`config.mk`:
```
export PLATFORM = sky130hd
export DESIGN_NAME = mux_rr_arbiter
export DESIGN_NICKNAME = d
export VERILOG_FILES = /design/src/rtl/arb_pkg.sv /design/src/rtl/mux_rr_arbiter_chk.sv /design/src/rtl/mux_rr_arbiter_rr_pick.sv /design/src/rtl/mux_rr_arbiter.sv
export SDC_FILE = /design/constraint.sdc
export NUM_CORES = 1
export LEC_CHECK = 0
export ABC_AREA = 0
export BUFFER_PORTS_ARGS = -buffer_cell sky130_fd_sc_hd__buf_2
export CORE_MARGIN = 2
export CORE_UTILIZATION = 43
export DETAILED_ROUTE_END_ITERATION = 16
export GPL_ROUTABILITY_DRIVEN = 1
export PLACE_DENSITY = 0.65
export SYNTH_ARGS = -nofsm -noshare
export SYNTH_HDL_FRONTEND = slang
export SYNTH_SLANG_ARGS = --single-unit
export TNS_END_PERCENT = 20
```
`constraint.sdc`:
```
create_clock -name clk -period 2.1 [get_ports clk]
set_clock_uncertainty 0.2 [all_clocks]
set_input_delay 0.63 -clock clk [delete_from_list [all_inputs] [get_ports clk]]
set_output_delay 0.63 -clock clk [all_outputs]
set_load 0.05 [all_outputs]
```
`src/rtl/arb_pkg.sv`:
```
// Shared types and helpers for the four-way round-robin mux arbiter.
package arb_pkg;

    typedef enum logic {
        IDLE = 1'b0,
        OWN  = 1'b1
    } arb_state_t;

    localparam int NUM_REQ = 4;
    localparam int IDX_W   = 2;

    function automatic logic [NUM_REQ-1:0] idx_to_onehot(input logic [IDX_W-1:0] idx);
        idx_to_onehot = {{(NUM_REQ-1){1'b0}}, 1'b1} << idx;
    endfunction

endpackage

```
`src/rtl/mux_rr_arbiter_chk.sv`:
```
// Invariant monitor for the arbiter outputs; carries no functional logic.
module mux_rr_arbiter_chk
    import arb_pkg::*;
(
    input logic               clk,
    input logic               rst,
    input logic [NUM_REQ-1:0] grant,
    input logic [IDX_W-1:0]   S,
    input logic               en,
    input logic               preempt
);

    grant_onehot0_a: assert property (@(posedge clk) disable iff (!rst)
        $onehot0(grant));

    en_matches_grant_a: assert property (@(posedge clk) disable iff (!rst)
        en == (|grant));

    sel_matches_grant_a: assert property (@(posedge clk) disable iff (!rst)
        en |-> (grant == idx_to_onehot(S)));

    preempt_needs_grant_a: assert property (@(posedge clk) disable iff (!rst)
        preempt |-> en);

endmodule

```
`src/rtl/mux_rr_arbiter_rr_pick.sv`:
```
// Rotating first-set-bit search: lowest offset from ptr (mod NUM_REQ) wins.
module rr_pick
    import arb_pkg::*;
(
    input  logic [NUM_REQ-1:0] req,
    input  logic [IDX_W-1:0]   ptr,
    output logic [IDX_W-1:0]   idx,
    output logic               valid
);

    logic [IDX_W-1:0] cand_s;

    // Scan from the farthest offset down so the nearest requester is written last.
    always_comb begin
        idx    = ptr;
        cand_s = ptr;
        valid  = |req;
        for (int k = NUM_REQ - 1; k >= 0; k--) begin
            cand_s = ptr + IDX_W'(k);
            idx    = req[cand_s] ? cand_s : idx;
        end
    end

endmodule

```
`src/rtl/mux_rr_arbiter.sv`:
```
// Round-robin owner arbiter driving the select/enable of a shared 4:1 N-bit mux,
// with optional hold-limit preemption when other requesters are waiting.
module mux_rr_arbiter
    import arb_pkg::*;
#(
    parameter int MAX_HOLD = 8
) (
    input  logic               clk,
    input  logic               rst,
    input  logic [NUM_REQ-1:0] req,
    output logic [NUM_REQ-1:0] grant,
    output logic [IDX_W-1:0]   S,
    output logic               en,
    output logic               preempt
);

    localparam int               CNT_W       = (MAX_HOLD > 0) ? $clog2(MAX_HOLD + 1) : 1;
    localparam bit               PREEMPT_EN  = (MAX_HOLD != 0);
    localparam logic [CNT_W-1:0] HOLD_MAX_C  = CNT_W'(MAX_HOLD);
    localparam logic [CNT_W-1:0] HOLD_LAST_C = (MAX_HOLD > 0) ? CNT_W'(MAX_HOLD - 1) : {CNT_W{1'b0}};

    arb_state_t         state_r, state_s;
    logic [NUM_REQ-1:0] grant_r, grant_s;
    logic [IDX_W-1:0]   s_r, s_s;
    logic               en_r, en_s;
    logic               preempt_r, preempt_s;
    logic [IDX_W-1:0]   ptr_r, ptr_s;
    logic [CNT_W-1:0]   hold_cnt_r, hold_cnt_s;

    logic [NUM_REQ-1:0] others_s;
    logic               release_s;
    logic               hold_exp_s;
    logic [NUM_REQ-1:0] pick_req_s;
    logic [IDX_W-1:0]   pick_ptr_s;
    logic [IDX_W-1:0]   pick_idx_s;
    logic               pick_valid_s;

    // Owner status: whether it let go, and whether its hold budget is spent while others wait.
    always_comb begin
        others_s   = req & ~idx_to_onehot(s_r);
        release_s  = ~req[s_r];
        hold_exp_s = PREEMPT_EN && (hold_cnt_r >= HOLD_LAST_C) && (|others_s);
    end

    // One picker shared by both states: full req from ptr when idle, competitors after the owner otherwise.
    always_comb begin
        pick_req_s = req;
        pick_ptr_s = ptr_r;
        if (state_r == OWN) begin
            pick_req_s = others_s;
            pick_ptr_s = s_r + IDX_W'(1);
        end else begin
            pick_req_s = req;
            pick_ptr_s = ptr_r;
        end
    end

    rr_pick u_rr_pick (
        .req   (pick_req_s),
        .ptr   (pick_ptr_s),
        .idx   (pick_idx_s),
        .valid (pick_valid_s)
    );

    // Next-state and next-output logic for the grant FSM.
    always_comb begin
        state_s    = state_r;
        grant_s    = grant_r;
        s_s        = s_r;
        en_s       = en_r;
        preempt_s  = 1'b0;
        ptr_s      = ptr_r;
        hold_cnt_s = hold_cnt_r;
        case (state_r)
            IDLE: begin
                if (pick_valid_s) begin
                    state_s    = OWN;
                    grant_s    = idx_to_onehot(pick_idx_s);
                    s_s        = pick_idx_s;
                    en_s       = 1'b1;
                    hold_cnt_s = {CNT_W{1'b0}};
                end else begin
                    grant_s = {NUM_REQ{1'b0}};
                    en_s    = 1'b0;
                end
            end
            OWN: begin
                if (release_s || hold_exp_s) begin
                    // The outgoing owner moves to the back of the rotation either way.
                    ptr_s      = s_r + IDX_W'(1);
                    hold_cnt_s = {CNT_W{1'b0}};
                    if (pick_valid_s) begin
                        grant_s   = idx_to_onehot(pick_idx_s);
                        s_s       = pick_idx_s;
                        en_s      = 1'b1;
                        preempt_s = ~release_s;
                    end else begin
                        state_s = IDLE;
                        grant_s = {NUM_REQ{1'b0}};
                        en_s    = 1'b0;
                    end
                end else begin
                    hold_cnt_s = (hold_cnt_r >= HOLD_MAX_C) ? hold_cnt_r : hold_cnt_r + CNT_W'(1);
                end
            end
            default: begin
                state_s    = IDLE;
                grant_s    = {NUM_REQ{1'b0}};
                en_s       = 1'b0;
                hold_cnt_s = {CNT_W{1'b0}};
            end
        endcase
    end

    // State and output registers; reset drops the grant immediately.
    always_ff @(posedge clk or negedge rst) begin
        if (!rst) begin
            state_r    <= IDLE;
            grant_r    <= {NUM_REQ{1'b0}};
            s_r        <= {IDX_W{1'b0}};
            en_r       <= 1'b0;
            preempt_r  <= 1'b0;
            ptr_r      <= {IDX_W{1'b0}};
            hold_cnt_r <= {CNT_W{1'b0}};
        end else begin
            state_r    <= state_s;
            grant_r    <= grant_s;
            s_r        <= s_s;
            en_r       <= en_s;
            preempt_r  <= preempt_s;
            ptr_r      <= ptr_s;
            hold_cnt_r <= hold_cnt_s;
        end
    end

    assign grant   = grant_r;
    assign S       = s_r;
    assign en      = en_r;
    assign preempt = preempt_r;

    mux_rr_arbiter_chk u_chk (
        .clk     (clk),
        .rst     (rst),
        .grant   (grant_r),
        .S       (s_r),
        .en      (en_r),
        .preempt (preempt_r)
    );

endmodule

```
; ---- Word level (Yosys, flattened, before mapping)
; Index checks and enable logic that the tools add are counted.
; W data, S select, Z words.
[totals]
inputBits = 6
word_cells = 68
reg_bits = 15
out_inout_bits = 8
[op_classes]
addsub = 5
bitwise_logic = 4
n_reduce_logical = 6
n_lt_le_gt_ge = 7
shifts = 2
eq_ne = 3
muxes = 34
[ops]
columns = cell, count
row1 = $mux W4, 6
row2 = $pmux W4 S2, 2
row3 = $lt A2 B3 Y1 const B, 5
row4 = $mux W2, 7
row5 = $mux W1, 11
row6 = $bmux W1 S2, 5
row7 = $reduce_or A4 Y1, 2
row8 = $shl A1 B2 Y4 const A, 2
row9 = $add A2 B1 Y2 const B, 2
row10 = $add A2 B2 Y2 const B, 2
row11 = $add A4 B1 Y4 const B, 1
row12 = $and A4 B4 Y4, 1
row13 = $ge A4 B3 Y1 const B, 1
row14 = $ge A4 B4 Y1 const B, 1
row15 = $not A4 Y4, 1
row16 = $pmux W1 S2, 2
row17 = $pmux W2 S2, 1
row18 = $reduce_and A2 Y1, 2
row19 = $ne A3 B3 Y1 const B, 1
row20 = $ne A2 B1 Y1 const B, 1
row21 = $ne A2 B2 Y1 const B, 1
row22 = $not A1 Y1, 2
row23 = $logic_and A1 B1 Y1, 1
row24 = $logic_or A1 B1 Y1, 1

; ---- Depth between registers and ports, before layout
[depth]
word_depth = 14
ltp_mapped = 8

; ---- Modules after synthesis
; A second synthesis with hierarchy kept.
[unflattened]
cells_unflattened = 90
area_unflattened_um2 = 959.7
[modules_own_cells]
columns = module, cells_per_inst, area_each_um2, instances
row1 = mux_rr_arbiter, 74, 859.6, 1
row2 = rr_pick, 16, 100.1, 1

; ---- Worst setup path after synthesis
; OpenSTA, ideal clock, no wires.
[synth_timing]
kind = reg2reg
from = reg s_r[0] (netlist: S[0])
to = reg grant_r[1] (netlist: grant[1])
arrival_time_ns = 2.203
n_path_buf = 0
path_stages_with_launch = 8
slack_ns = -0.394
required_time_ns = 1.808
setup_time_ns = 0.092
period_less_slack_ns = 2.494
path_cell_list = dfrtp_1 > inv_1 > ha_1 > mux2_2 > nor2_2 > o22ai_1 > a221o_1 > o31ai_2
[synth_via]
elab_chain_len = 14
[synth_rtl]
columns = element, line_no
row1 = start: declaration, mux_rr_arbiter.sv:24  ; logic [IDX_W-1:0] s_r, s_s;
row2 = start signal: assignment, mux_rr_arbiter.sv:120  ; s_r <= {IDX_W{1'b0}};
row3 = start signal: assignment, mux_rr_arbiter.sv:128  ; s_r <= s_s;
row4 = branches (longest 14 deep; another with $add A2 B1 Y2), -
row5 = end signal: assignment, mux_rr_arbiter.sv:119  ; grant_r <= {NUM_REQ{1'b0}};
row6 = end signal: assignment, mux_rr_arbiter.sv:127  ; grant_r <= grant_s;
row7 = end: declaration, mux_rr_arbiter.sv:23  ; logic [NUM_REQ-1:0] grant_r, grant_s;
; Several ways; the timed one is not identified. The select of a mux whose other input is x is not followed.
; A chain may end at the register's enable or synchronous reset.

; ---- Worst setup path after layout
[layout_timing]
from = reg s_r[1] (netlist: S[1])
to = reg grant_r[1] (netlist: grant[1])
; The elaborated chain is that of the path after synthesis.

==> metrics.cfg <==
[status]
status = finished with violations
violations = negative setup slack

[die]
die_area_um2 = 2758
rows = 17
start_util_pct = 45.76
die-height_um = 52.52
core-area_um2 = 2212
fp.dieW_um = 52.52
ioPinCount = 14

[placed_design]
hpwl_um = 1881
dp.cells = 161
io_buffer_count = 13
place.gp.congestion = 0.9701
place_ws_ns = -0.2022

[yosys]
yosysTopAreaCell = dfrtp_1
syn_avg_cell_area_um2 = 9.924
synthFlopType = dfrtp_1
synth_top_cell_area_share_pct = 37.08
seq_area_frac_synth_pct = 37.08
async_flop_share_pct = 100.0
syn-num-nets = 114
synthTopCellsByArea = dfrtp_1 (37%), ha_1 (7.4%), mux2_2 (5.6%)
ys_ff_latch = 15
netlist_area_um2 = 1012
yosysWarningCount = 0
synthCells = 102
ys_types = 42
synth-edff-count = 0

[clock_tree]
clock_latency_ns = 0.27
cts_buffer_depth = 2
holdBufCountCts = 0
clock_sink_count = 15
ctsHtreeMaxLevel = 1
cts_buffers = 3
cts_tree = yes
clkTransAtPathRegs_ns = 0.08
root_buffer = clkbuf_4

[power_and_ir_drop]
irDropWorstVdd_mv = 0.9502
p_leak_nw = 0.6433
power_density_nw_per_um2 = 1661

[layout]
mostFrequentLayoutCells = buf_4 (20), buf_2 (13), dfrtp_1 (12)
layout.nets = 153
areaGrowthSynthToFinish_pct = 36.71
final_common_cell = buf_4
drive_gt1_share_pct = 45.71
final_core_utilization_pct = 62.56
final_cells = 168
antenna_cells = 0

[setup_path]
cp.arrival_ns = 2.11
critPathMaxFanout = 4
slowest_stage = dfrtp_2
required_ns = 2.09
worst_setup_path_start_kind = flip-flop
path_class = reg2reg
cpPeakStageDelay_ns = 0.45
crit_chain = inv_4 -> ha_4 -> mux2_4 -> nor2_4 -> o22ai_2 -> a221o_1 -> o31ai_2
end_kind = flip-flop

[run]
cap_violations = 0

[sta]
finalHoldViolCount = 0
max_slew_margin_pct = 76.04
fin_crit_ns = 2.120
worst_pin_slew_ns = 0.3593
setup_viol = 2
rsz0062_at_grt = true
clock.fmax_mhz = 471.6
finalWorstSetupSlack_ns = -0.02029
drv_slew = 0
layout_worst_path_cycle_share_pct = 101.0
tns_ns = -0.02045

[grt]
gr-usage-all-layers_pct = 19.25
antenna_found_initial = 0
grt_overflow = 0
grt_pass1_wl_um = 3815
grt_max_degree = 16
grt_pass1_vias = 888

[route]
drt_iter0_drc = 12
post_drt_wl_per_cell_um = 13.57
vias = 901
viasPerCell = 5.363
drc = 0
dr.pass1.iters = 4
routed_wl_um = 2279
ant_nets = 0

[worst_hold_path]
hold_class = in2async

worst max-delay path, delay by kind of cell, from the launching register on:
kind,cells,cell delay [ns]
DFF,1,0.45
and+or+nand+nor,1,0.12
muxes,1,0.28
buffers and inverters,1,0.10
adders and majority gates,1,0.21
AOI/OAI and AO/OA,3,0.67
final timing paths:
kind                       cells past startpoint  endpoint  slack, ns      from
max reg2reg                                    7  grant[1]      -0.02      S[1]
max in group asynchronous                      1      S[0]       1.39       rst
max                                            7  grant[1]      -0.02      S[1]
min in group clk                               2  grant[0]       0.28  grant[0]
min                                            1  grant[2]       0.04       rst
min reg2reg                                    2  grant[0]       0.28  grant[0]
final cells by class:
| type | count | area [µm²] |
|---|---|---|
| clock buffers | 4 | 26.28 |
| flip-flops and latches | 15 | 379.1 |
| fillers | 184 | 828.3 |
| multi-input cells | 79 | 666.9 |
| inverters | 6 | 27.53 |
| repair buffers | 36 | 249.0 |
| well taps | 28 | 35.03 |
cells in the mapped netlist (all sizes together), types with 2 or more instances:
| master | number |
|---|---|
| mux2i | 3 |
| nand3 | 5 |
| o22ai | 2 |
| nand2b | 3 |
| inv | 6 |
| a21boi | 4 |
| nor3 | 2 |
| o31ai | 2 |
| a21oi | 2 |
| nor2b | 4 |
| a21bo | 2 |
| nand2 | 10 |
| dfrtp | 15 |
| o21ai | 5 |
| nor2 | 6 |
| buf | 2 |
| mux2 | 5 |
| and2 | 2 |
| ha | 6 |
power by group:
group | switching (mW) | internal (mW) | leakage [nW]
logic | 0.863 | 0.768 | 0.445
clock network | 0.0777 | 0.0736 | 0.0150
registers | 0.112 | 0.403 | 0.183
routing by layer:
metal,vias up,global-route usage (%),wire (µm)
met4,0,3.846,10
met5,-,0,0
met3,2,5.143,91
li1,453,-,-
met1,424,22.87,1062
met2,22,34.58,1113
metrics by stage:
step / hold slack (ns) / total power [mW] / cell area [µm²]
2_1_floorplan: 0.1344 / 1.481 / 1031
3_3_place_gp: 0.2589 / 1.949 / 1265
3_5_place_dp: 0.2602 / 1.960 / 1265
4_1_cts: 0.04252 / 2.261 / 1355
5_1_grt: 0.04400 / 2.476 / 1384
6_report: 0.04042 / 2.298 / 1384
sequential cells by signal (all words and copies together) (netlist names):
register and cells:
state_r 1, en 1, hold_cnt_r 4, preempt 1, ptr_r 2, S 2, grant 4
kinds of logic after synthesis:
| kind of cell | share of synthesized area (%) |
|---|---|
| simple gates | 19.04 |
| mux | 11.12 |
| fa+ha+maj | 7.416 |
| compound gates | 21.51 |
| flops | 37.08 |
| buf+inv | 3.831 |
timing repair:
item | in CTS | in global routing
setup endpoints to repair | 8 | 14
setup buffers | 3 | 0
gates resized for setup | 11 | 8
pin swaps | 4 | 3
(Power assumes the default switching activity.)
